--- src/rtl/nonce_scheduler_pkg.sv ---
// Shared definitions for the nonce scheduler and the SHA core boundary.
// Optional build macro: NONCE_SCHED_ABORT_EN (adds an abort input to the top).
package nonce_scheduler_pkg;

  localparam int NONCE_W              = 32;
  localparam int DEFAULT_CORE_LATENCY = 128;
  localparam int DEFAULT_ZERO_BITS    = 32;

  // Eight-word SHA-256 chaining state, word a in the most significant bits.
  typedef struct packed {
    logic [31:0] a;
    logic [31:0] b;
    logic [31:0] c;
    logic [31:0] d;
    logic [31:0] e;
    logic [31:0] f;
    logic [31:0] g;
    logic [31:0] h;
  } HashState;

  typedef enum logic [1:0] {
    IDLE  = 2'd0,
    ISSUE = 2'd1,
    DRAIN = 2'd2
  } sched_state_t;

endpackage

--- src/rtl/nonce_scheduler_if.sv ---
// Host job / found-nonce handshakes plus the SHA core issue and result bus.
// Handshake rule for job_* and found_*: a transfer happens on a rising clock
// edge where valid and ready are both high; the offering side holds its
// payload stable while valid is high and ready is low.
interface nonce_scheduler_if;
  import nonce_scheduler_pkg::*;

  // host job channel
  logic               job_valid;
  logic               job_ready;
  HashState           job_mid;
  logic [31:0]        job_w1;
  logic [31:0]        job_w2;
  logic [NONCE_W-1:0] job_nonce_start;
  logic [NONCE_W-1:0] job_nonce_end;

  // core issue side
  logic               input_valid;
  logic               newblock_i;
  HashState           round1;
  logic [31:0]        w1;
  logic [31:0]        w2;
  logic [NONCE_W-1:0] w3;

  // core result side
  logic               output_valid;
  logic               newblock_o;
  HashState           doublehash;

  // golden nonce channel and status
  logic               found_valid;
  logic               found_ready;
  logic [NONCE_W-1:0] found_nonce;
  logic               found_overflow;
  logic               busy;
  logic               done;

  // scheduler side
  modport slave (
    input  job_valid, job_mid, job_w1, job_w2, job_nonce_start, job_nonce_end,
    input  output_valid, newblock_o, doublehash, found_ready,
    output job_ready, input_valid, newblock_i, round1, w1, w2, w3,
    output found_valid, found_nonce, found_overflow, busy, done
  );

  // host plus core side
  modport master (
    output job_valid, job_mid, job_w1, job_w2, job_nonce_start, job_nonce_end,
    output output_valid, newblock_o, doublehash, found_ready,
    input  job_ready, input_valid, newblock_i, round1, w1, w2, w3,
    input  found_valid, found_nonce, found_overflow, busy, done
  );

endinterface

--- src/rtl/nonce_scheduler_delay_line.sv ---
// {valid, nonce} shift register mirroring the core pipeline so each core
// result can be paired with the nonce that produced it. DEPTH must be >= 2.
module nonce_delay_line #(
  parameter int DEPTH = 128,
  parameter int W     = 32
) (
  input  logic         clk,
  input  logic         rst,
  input  logic         in_valid,
  input  logic [W-1:0] in_nonce,
  output logic         head_valid,
  output logic [W-1:0] head_nonce,
  output logic         body_empty
);

  logic [DEPTH-1:0] v_q;
  logic [W-1:0]     n_q [DEPTH];

  // Shift one stage per cycle; stage DEPTH-1 lines up with the core output.
  always_ff @(posedge clk or negedge rst) begin
    if (!rst) begin
      v_q <= '0;
      for (int i = 0; i < DEPTH; i++) n_q[i] <= '0;
    end else begin
      v_q    <= {v_q[DEPTH-2:0], in_valid};
      n_q[0] <= in_nonce;
      for (int i = 1; i < DEPTH; i++) n_q[i] <= n_q[i-1];
    end
  end

  assign head_valid = v_q[DEPTH-1];
  assign head_nonce = n_q[DEPTH-1];
  // Nothing behind the head: once the head is checked, the line is empty.
  assign body_empty = ~|v_q[DEPTH-2:0];

endmodule

--- src/rtl/nonce_scheduler.sv ---
// Nonce scheduler: takes one mining job, issues one nonce per cycle to the
// SHA core, pairs each result with its nonce and reports golden nonces.
// Optional build macro: NONCE_SCHED_ABORT_EN adds an 'abort' input that ends
// the issue phase early; the job still drains and pulses done.
module nonce_scheduler
  import nonce_scheduler_pkg::*;
#(
  parameter int CORE_LATENCY = DEFAULT_CORE_LATENCY,
  parameter int ZERO_BITS    = DEFAULT_ZERO_BITS
) (
  input  logic         clk,
  input  logic         rst,
`ifdef NONCE_SCHED_ABORT_EN
  input  logic         abort,
`endif
  nonce_scheduler_if.slave bus,
  output sched_state_t dbg_state
);

  sched_state_t       state;
  logic               job_ready_q;
  logic               input_valid_q;
  logic               newblock_q;
  HashState           round1_q;
  logic [31:0]        w1_q;
  logic [31:0]        w2_q;
  logic [NONCE_W-1:0] nonce_q;
  logic [NONCE_W-1:0] nonce_end_q;
  logic               busy_q;
  logic               done_q;

  logic               found_valid_q;
  logic [NONCE_W-1:0] found_nonce_q;
  logic               found_overflow_q;

  logic               head_valid;
  logic [NONCE_W-1:0] head_nonce;
  logic               body_empty;
  logic               stop_req;
  logic               hit;

`ifdef NONCE_SCHED_ABORT_EN
  assign stop_req = abort;
`else
  assign stop_req = 1'b0;
`endif

  nonce_delay_line #(
    .DEPTH (CORE_LATENCY),
    .W     (NONCE_W)
  ) u_delay (
    .clk        (clk),
    .rst        (rst),
    .in_valid   (input_valid_q),
    .in_nonce   (nonce_q),
    .head_valid (head_valid),
    .head_nonce (head_nonce),
    .body_empty (body_empty)
  );

  // Job sequencer: IDLE accepts a job, ISSUE streams nonces, DRAIN waits for
  // the last in-flight result before pulsing done.
  always_ff @(posedge clk or negedge rst) begin
    if (!rst) begin
      state         <= IDLE;
      job_ready_q   <= 1'b1;
      input_valid_q <= 1'b0;
      newblock_q    <= 1'b0;
      round1_q      <= '0;
      w1_q          <= '0;
      w2_q          <= '0;
      nonce_q       <= '0;
      nonce_end_q   <= '0;
      busy_q        <= 1'b0;
      done_q        <= 1'b0;
    end else begin
      done_q     <= 1'b0;
      newblock_q <= 1'b0;
      case (state)
        IDLE: begin
          if (bus.job_valid && job_ready_q) begin
            round1_q    <= bus.job_mid;
            w1_q        <= bus.job_w1;
            w2_q        <= bus.job_w2;
            nonce_end_q <= bus.job_nonce_end;
            job_ready_q <= 1'b0;
            busy_q      <= 1'b1;
            if (bus.job_nonce_start > bus.job_nonce_end) begin
              // empty range: nothing to issue, drain immediately
              state         <= DRAIN;
              input_valid_q <= 1'b0;
            end else begin
              state         <= ISSUE;
              input_valid_q <= 1'b1;
              newblock_q    <= 1'b1;
              nonce_q       <= bus.job_nonce_start;
            end
          end
        end
        ISSUE: begin
          // end is found by equality so a full 0..FFFFFFFF range never wraps
          if (stop_req || (nonce_q == nonce_end_q)) begin
            state         <= DRAIN;
            input_valid_q <= 1'b0;
          end else begin
            nonce_q       <= nonce_q + 1'b1;
            input_valid_q <= 1'b1;
          end
        end
        DRAIN: begin
          input_valid_q <= 1'b0;
          if (body_empty) begin
            state       <= IDLE;
            done_q      <= 1'b1;
            busy_q      <= 1'b0;
            job_ready_q <= 1'b1;
          end
        end
        default: begin
          state         <= IDLE;
          input_valid_q <= 1'b0;
          job_ready_q   <= 1'b1;
          busy_q        <= 1'b0;
        end
      endcase
    end
  end

  // A hit needs the top ZERO_BITS bits of the final word to be zero.
  assign hit = bus.output_valid &&
               (bus.doublehash.h[31 -: ZERO_BITS] == '0);

  // Golden-nonce holding register with sticky overflow for dropped hits and
  // for core results that disagree with the delay line.
  always_ff @(posedge clk or negedge rst) begin
    if (!rst) begin
      found_valid_q    <= 1'b0;
      found_nonce_q    <= '0;
      found_overflow_q <= 1'b0;
    end else begin
      if (hit) begin
        if (!found_valid_q || bus.found_ready) begin
          found_valid_q <= 1'b1;
          found_nonce_q <= head_nonce;
        end else begin
          found_overflow_q <= 1'b1;
        end
      end else if (found_valid_q && bus.found_ready) begin
        found_valid_q <= 1'b0;
      end
      if (bus.output_valid != head_valid) found_overflow_q <= 1'b1;
    end
  end

  // newblock_o and the lower hash words are not needed for screening.
  logic unused_core;
  assign unused_core = ^{bus.newblock_o, bus.doublehash};

  assign bus.job_ready      = job_ready_q;
  assign bus.input_valid    = input_valid_q;
  assign bus.newblock_i     = newblock_q;
  assign bus.round1         = round1_q;
  assign bus.w1             = w1_q;
  assign bus.w2             = w2_q;
  assign bus.w3             = nonce_q;
  assign bus.found_valid    = found_valid_q;
  assign bus.found_nonce    = found_nonce_q;
  assign bus.found_overflow = found_overflow_q;
  assign bus.busy           = busy_q;
  assign bus.done           = done_q;
  assign dbg_state          = state;

endmodule

--- src/flat_wrapper.sv ---
// flat-port wrapper written by rule: the top's interface ports become plain ports
module nonce_scheduler_flat import nonce_scheduler_pkg::*;
#(
  parameter int CORE_LATENCY = DEFAULT_CORE_LATENCY,
  parameter int ZERO_BITS    = DEFAULT_ZERO_BITS
)
  (clk, rst, dbg_state, bus_job_valid, bus_job_mid, bus_job_w1, bus_job_w2, bus_job_nonce_start, bus_job_nonce_end, bus_output_valid, bus_newblock_o, bus_doublehash, bus_found_ready, bus_job_ready, bus_input_valid, bus_newblock_i, bus_round1, bus_w1, bus_w2, bus_w3, bus_found_valid, bus_found_nonce, bus_found_overflow, bus_busy, bus_done);
  nonce_scheduler_if bus_i ();
  input  logic clk;
  input  logic rst;
  output sched_state_t dbg_state;
  input wire logic [$bits(bus_i.job_valid)-1:0] bus_job_valid;
  input wire logic [$bits(bus_i.job_mid)-1:0] bus_job_mid;
  input wire logic [$bits(bus_i.job_w1)-1:0] bus_job_w1;
  input wire logic [$bits(bus_i.job_w2)-1:0] bus_job_w2;
  input wire logic [$bits(bus_i.job_nonce_start)-1:0] bus_job_nonce_start;
  input wire logic [$bits(bus_i.job_nonce_end)-1:0] bus_job_nonce_end;
  input wire logic [$bits(bus_i.output_valid)-1:0] bus_output_valid;
  input wire logic [$bits(bus_i.newblock_o)-1:0] bus_newblock_o;
  input wire logic [$bits(bus_i.doublehash)-1:0] bus_doublehash;
  input wire logic [$bits(bus_i.found_ready)-1:0] bus_found_ready;
  output wire logic [$bits(bus_i.job_ready)-1:0] bus_job_ready;
  output wire logic [$bits(bus_i.input_valid)-1:0] bus_input_valid;
  output wire logic [$bits(bus_i.newblock_i)-1:0] bus_newblock_i;
  output wire logic [$bits(bus_i.round1)-1:0] bus_round1;
  output wire logic [$bits(bus_i.w1)-1:0] bus_w1;
  output wire logic [$bits(bus_i.w2)-1:0] bus_w2;
  output wire logic [$bits(bus_i.w3)-1:0] bus_w3;
  output wire logic [$bits(bus_i.found_valid)-1:0] bus_found_valid;
  output wire logic [$bits(bus_i.found_nonce)-1:0] bus_found_nonce;
  output wire logic [$bits(bus_i.found_overflow)-1:0] bus_found_overflow;
  output wire logic [$bits(bus_i.busy)-1:0] bus_busy;
  output wire logic [$bits(bus_i.done)-1:0] bus_done;
  assign bus_i.job_valid = bus_job_valid;
  assign bus_i.job_mid = bus_job_mid;
  assign bus_i.job_w1 = bus_job_w1;
  assign bus_i.job_w2 = bus_job_w2;
  assign bus_i.job_nonce_start = bus_job_nonce_start;
  assign bus_i.job_nonce_end = bus_job_nonce_end;
  assign bus_i.output_valid = bus_output_valid;
  assign bus_i.newblock_o = bus_newblock_o;
  assign bus_i.doublehash = bus_doublehash;
  assign bus_i.found_ready = bus_found_ready;
  assign bus_job_ready = bus_i.job_ready;
  assign bus_input_valid = bus_i.input_valid;
  assign bus_newblock_i = bus_i.newblock_i;
  assign bus_round1 = bus_i.round1;
  assign bus_w1 = bus_i.w1;
  assign bus_w2 = bus_i.w2;
  assign bus_w3 = bus_i.w3;
  assign bus_found_valid = bus_i.found_valid;
  assign bus_found_nonce = bus_i.found_nonce;
  assign bus_found_overflow = bus_i.found_overflow;
  assign bus_busy = bus_i.busy;
  assign bus_done = bus_i.done;
  nonce_scheduler #(.CORE_LATENCY(CORE_LATENCY), .ZERO_BITS(ZERO_BITS)) u_core (.clk(clk), .rst(rst), .bus(bus_i), .dbg_state(dbg_state));
endmodule
--- config.mk ---
export PLATFORM = sky130hd
export DESIGN_NAME = nonce_scheduler_flat
export DESIGN_NICKNAME = d
export VERILOG_FILES = /design/src/rtl/nonce_scheduler_pkg.sv /design/src/rtl/nonce_scheduler_if.sv /design/src/rtl/nonce_scheduler_delay_line.sv /design/src/rtl/nonce_scheduler.sv /design/src/flat_wrapper.sv
export SDC_FILE = /design/constraint.sdc
export NUM_CORES = 2
export LEC_CHECK = 0
export BUFFER_PORTS_ARGS = -buffer_cell sky130_fd_sc_hd__buf_2
export CAP_MARGIN = 40
export CORE_MARGIN = 1
export CORE_UTILIZATION = 40
export CTS_BUF_LIST = sky130_fd_sc_hd__clkbuf_16
export DETAILED_ROUTE_END_ITERATION = 6
export MAX_ROUTING_LAYER = met4
export PLACE_DENSITY = 0.65
export SKIP_LAST_GASP = 1
export SLEW_MARGIN = 25
export SYNTH_ARGS = -nofsm -noshare
export SYNTH_HDL_FRONTEND = slang
export SYNTH_HIERARCHICAL = 1
export SYNTH_SLANG_ARGS = --single-unit
--- constraint.sdc ---
create_clock -name clk -period 4.4 [get_ports clk]
set_input_delay 0.66 -clock clk [delete_from_list [all_inputs] [get_ports clk]]
set_output_delay 0.66 -clock clk [all_outputs]
set_load 0.01 [all_outputs]
==> flow_summary_export.csv, run 1 <==
group,metric,value,unit
run_status,status,"stopped before the end",
yosys,yosys_warnings,6,
clock_tree,cts_resized,0,
yosys,synth_simple_gate_area_share,3.87,%
floorplanning,ios,1039,
yosys,synth_seq_cells,4649,
clock_tree,root_buffer,"clkbuf_16",
floorplanning,rows,204,
clock_tree,cts_hold_buf,254,
yosys,synth_compound_area_share,0.766,%
yosys,synth_fa_ha_area_share,0.333,%
yosys,synth_top_family_by_area,"simple AND/OR/NAND/NOR gates",
yosys,synth_xor_area_share,0.233,%
floorplanning,fp.dieH,559,um
run_status,tool.error,"[ERROR DPL-0033] detailed placement checks failed during check placement.",
place,port_buffers,813,
clock_tree,numCtsBuffers,430,
yosys,synth_ff_type,"dfrtp_1",
floorplanning,die_w,559,um
yosys,synthArstFlopShare,100,%
yosys,yosysMostFrequentCell,"dfrtp_1",
yosys,synth.top_cells.by_area,"dfrtp_1 94%, nand2_1 3.2%, ha_1 0.33%, a21oi_1 0.30%, mux2_2 0.28%",
yosys,synth_edf_count,0,
clock_tree,clock_path_buffers,4,
yosys,synth_mux_area_share,0.299,%
yosys,syn_area,124000,um2
yosys,yosysUniqueCellTypes,51,
yosys,syn_nets,6958,
place,hpwl,200,mm
yosys,ys_seq_area_share,93.9,%
yosys,synthCells,6279,
clock_tree,cts_sinks,4649,
clock_tree,htree_levels,5,
yosys,postSynthAreaPerCell,19.7,um2
place,gp_congestion,0.960,
floorplanning,initial_core_util,40.2,%
clock_tree,cts_setup_buffers,0,
yosys,synthTopCellsByCount,"4648 x dfrtp_1, 1049 x nand2_1, 90 x clkbuf_1",
yosys,netlist.area_leader.share,93.9,%
yosys,synth.largest_area_cell,"dfrtp_1",
run_status,haltStage,"clock tree synthesis",
[metrics by stage]
stage | hold slack, ps | cell area, um2 | setup WS, ps | instances
detailed placement | 335 | 134000 | 1010 | 11208
global placement | 331 | 134000 | 1060 | 11208
floorplan | 331 | 124000 | 1680 | 6279
[logic make-up after synthesis]
group | Yosys count
xor+xnor | 33
buf+inv | 170
fa+ha+maj | 33
compound gates | 173
flops | 4649
mux | 33
simple gates | 1188
==> run 2, diff against run 1 <==
--- a/config.mk
+++ b/config.mk
@@ -8,11 +8,9 @@
 export BUFFER_PORTS_ARGS = -buffer_cell sky130_fd_sc_hd__buf_2
 export CAP_MARGIN = 40
 export CORE_MARGIN = 1
-export CORE_UTILIZATION = 40
-export CTS_BUF_LIST = sky130_fd_sc_hd__clkbuf_16
+export CORE_UTILIZATION = 25
 export DETAILED_ROUTE_END_ITERATION = 6
-export MAX_ROUTING_LAYER = met4
-export PLACE_DENSITY = 0.65
+export PLACE_DENSITY_LB_ADDON = 0.15
 export SKIP_LAST_GASP = 1
 export SLEW_MARGIN = 25
 export SYNTH_ARGS = -nofsm -noshare
==> flow_summary_export.csv, run 2 <==
group,metric,value,unit
sta,post-route-period-util,66.6,%
global_routing,grt_util_all_layers,11.1,%
power_and_ir_drop,p_leak,0.0805,uW
drt,drt_first_pass_iters,5,
drt,vias,53931,
cells_and_area,final_common_cell,"dfrtp_1",
sta,finalSetupTns,0,ps
cells_and_area,stdcell_area,157000,um2
cells_and_area,fin_nets,8571,
clock_tree,cts_tree,"done",
power_and_ir_drop,powerDensity,652,nW/um2
drt,wl_per_cell,18.5,um
critical_path,cp.arrival,3750,ps
sta,finalSetupViolCount,0,
drt,drc,0,
place,port_buffers,813,
critical_path,crit_top_cell,"a21oi_1",
clock_tree,numCtsBuffers,473,
yosys,netlist.area_leader.share,93.9,%
floorplanning,dieArea,499000,um2
yosys,yosysUniqueCellTypes,51,
run_status,status,"finished, final reports clean",
global_routing,grt_max_degree,176,
yosys,synth_edf_count,0,
place,hpwl,184,mm
global_routing,grt_remaining_overflow,0,
floorplanning,core,494000,um2
global_routing,grt_pass1_wl,413,mm
cells_and_area,layout_common_cells,"4648 x dfrtp_1, 1049 x nand2_1, 813 x buf_2",
min_path,min_path_type,"input pin to register",
floorplanning,initial_core_util,25.1,%
yosys,yosys_warnings,6,
sta,hold_viol,0,
clock_tree,cts_sinks,4649,
yosys,synthTopCellsByCount,"4648 x dfrtp_1, 1049 x nand2_1, 90 x clkbuf_1",
drt,drt-initial-drc-count,2756,
drt,drt-vias-per-instance,3.64,
floorplanning,die_w,706,um
yosys,postSynthAreaPerCell,19.7,um2
place,gp_congestion,0.888,
yosys,synth_seq_cells,4649,
clock_tree,clk_pin_slew,60,ps
power_and_ir_drop,vdd_drop_max,0.000374,V
place,dp_slack,1050,ps
yosys,synth_ff_type,"dfrtp_1",
clock_tree,root_buffer,"clkbuf_16",
yosys,yosysMostFrequentCell,"dfrtp_1",
yosys,synthCells,6279,
sta,worst_pin_slew,1020,ps
critical_path,slowest_delay,540,ps
yosys,synth.top_cells.by_area,"dfrtp_1 94%, nand2_1 3.2%, ha_1 0.33%, a21oi_1 0.30%, mux2_2 0.28%",
drt,wirelength,274,mm
drt,final_antenna_net_count,0,
sta,slew_headroom,32.2,%
clock_tree,htree_levels,5,
sta,rsz0062_at_grt,"no",
cells_and_area,largest_reg_flops,4064,
critical_path,worstSetupEndpointType,"register",
floorplanning,rows,258,
place,place_area,137000,um2
critical_path,cp-start-kind,"input pin",
sta,fin_skew,72.5,ps
cells_and_area,post-route-util,31.8,%
clock_tree,insertion_delay,970,ps
floorplanning,ios,1039,
critical_path,critPathRequiredTime,5220,ps
global_routing,grt_pass1_vias,59261,
clock_tree,clock_path_buffers,4,
yosys,synthArstFlopShare,100,%
critical_path,crit_path_top_delay_cell,"dlygate4sd3_1",
sta,fin_hold_ws,109,ps
critical_path,worstPathCellList,"dlygate4sd3_1 -> buf_2 -> inv_1 -> ha_1 -> a21oi_1 -> o21ai_0 -> a221o_1 -> o31a_1 -> a221oi_4 -> buf_12 -> a21oi_1 -> a21oi_1",
cells_and_area,area_growth_syn_to_layout,26.7,%
cells_and_area,largest_register,"u_core/u_delay/n_q",
run,max-cap-violations,0,
critical_path,crit_buf_inv,4,
cells_and_area,drive_above_1_share,21.4,%
sta,fmaxAchievable,341,MHz
sta,setup_slack,1470,ps
yosys,syn_area,124000,um2
global_routing,antenna_found_initial,126,
critical_path,worstPathMaxFanout,62,
yosys,ys_seq_area_share,93.9,%
critical_path,crit_family,"compound AO/OA/AOI/OAI gates",
yosys,syn_nets,6958,
sta,fin_crit,2930,ps
yosys,synth.largest_area_cell,"dfrtp_1",
critical_path,path_class,"input pin to register",
sta,drv_slew,0,
floorplanning,fp.dieH,706,um
-- run 2: cell counts after synthesis --
No cell type changed its count.
-- run 2: where the power goes --
group	leakage (uW)	internal (uW)	switching, uW	total, uW
registers	0.0623	51000	2950	53900
clock network	0.00803	24600	16500	41100
logic	0.0101	2230	5130	7360
-- run 2: path summary, 6_finish.rpt --
check | start | end | slack [ps] | cells after the start
worst max-delay path | bus_job_nonce_end[5] | u_core/bus.w3[22] | 1470 | 12
worst min register to register | u_core/u_delay/n_q[3429] | u_core/u_delay/n_q[3397] | 290 | 0
worst min-delay path | bus_job_mid[45] | u_core/bus.round1[45] | 110 | 3
worst max register to register | u_core/bus.w3[0] | u_core/bus.w3[30] | 1490 | 8
max in group asynchronous | rst | u_core/u_delay/n_q[2534] | 2390 | 5
min in group asynchronous | rst | u_core/u_delay/n_q[1209] | 240 | 2
-- run 2: cells by family after synthesis --
logic type                 synth area share (%)
AOI/OAI and AO/OA                         0.766
adders and majority gates                 0.333
muxes                                     0.299
xor gates and xnor gates                  0.233
buffers and inverters                     0.626
DFF                                        93.9
and+or+nand+nor                            3.87
-- run 2: stage by stage --
| stage | total power (uW) | cells |
|---|---|---|
| finish | 102000 | 14834 |
| global placement | 62100 | 13600 |
| CTS | 105000 | 14798 |
| global route | 108000 | 14815 |
| detailed placement | 62300 | 13602 |
| floorplan | 55800 | 6279 |
-- run 2: worst min-delay path, cell delays in order --
cell and delay (ps):
buf_2 80, nand2_1 140, nand2_1 90
-- run 2: repair_timing --
item | CTS | global route
hold buffers | 313 | 0
buffers inserted | 0 | 0
hold endpoints to repair | 548 | 0
gates resized for setup | 0 | 0
-- run 2: cell type report --
cell class / count / area [um2]
sequential: 4649 / 116000
clock buffer: 704 / 14000
inverter: 36 / 135
timing repair buffer: 1272 / 9120
fill: 47931 / 337000
multi-input combinational: 1460 / 6870
tap: 6500 / 8130
antenna: 34 / 85.1
clock inverter: 179 / 2380
-- run 2: layer usage --
layer  up-vias  GRT usage (%)  wire (um)
li1      23060              -          -
met2      1411           17.0     124000
met4        26           3.28       9060
met5         -              0        165
met3       598           2.79      18500
met1     28836           15.5     123000
Power figures use the tool's default switching activity.
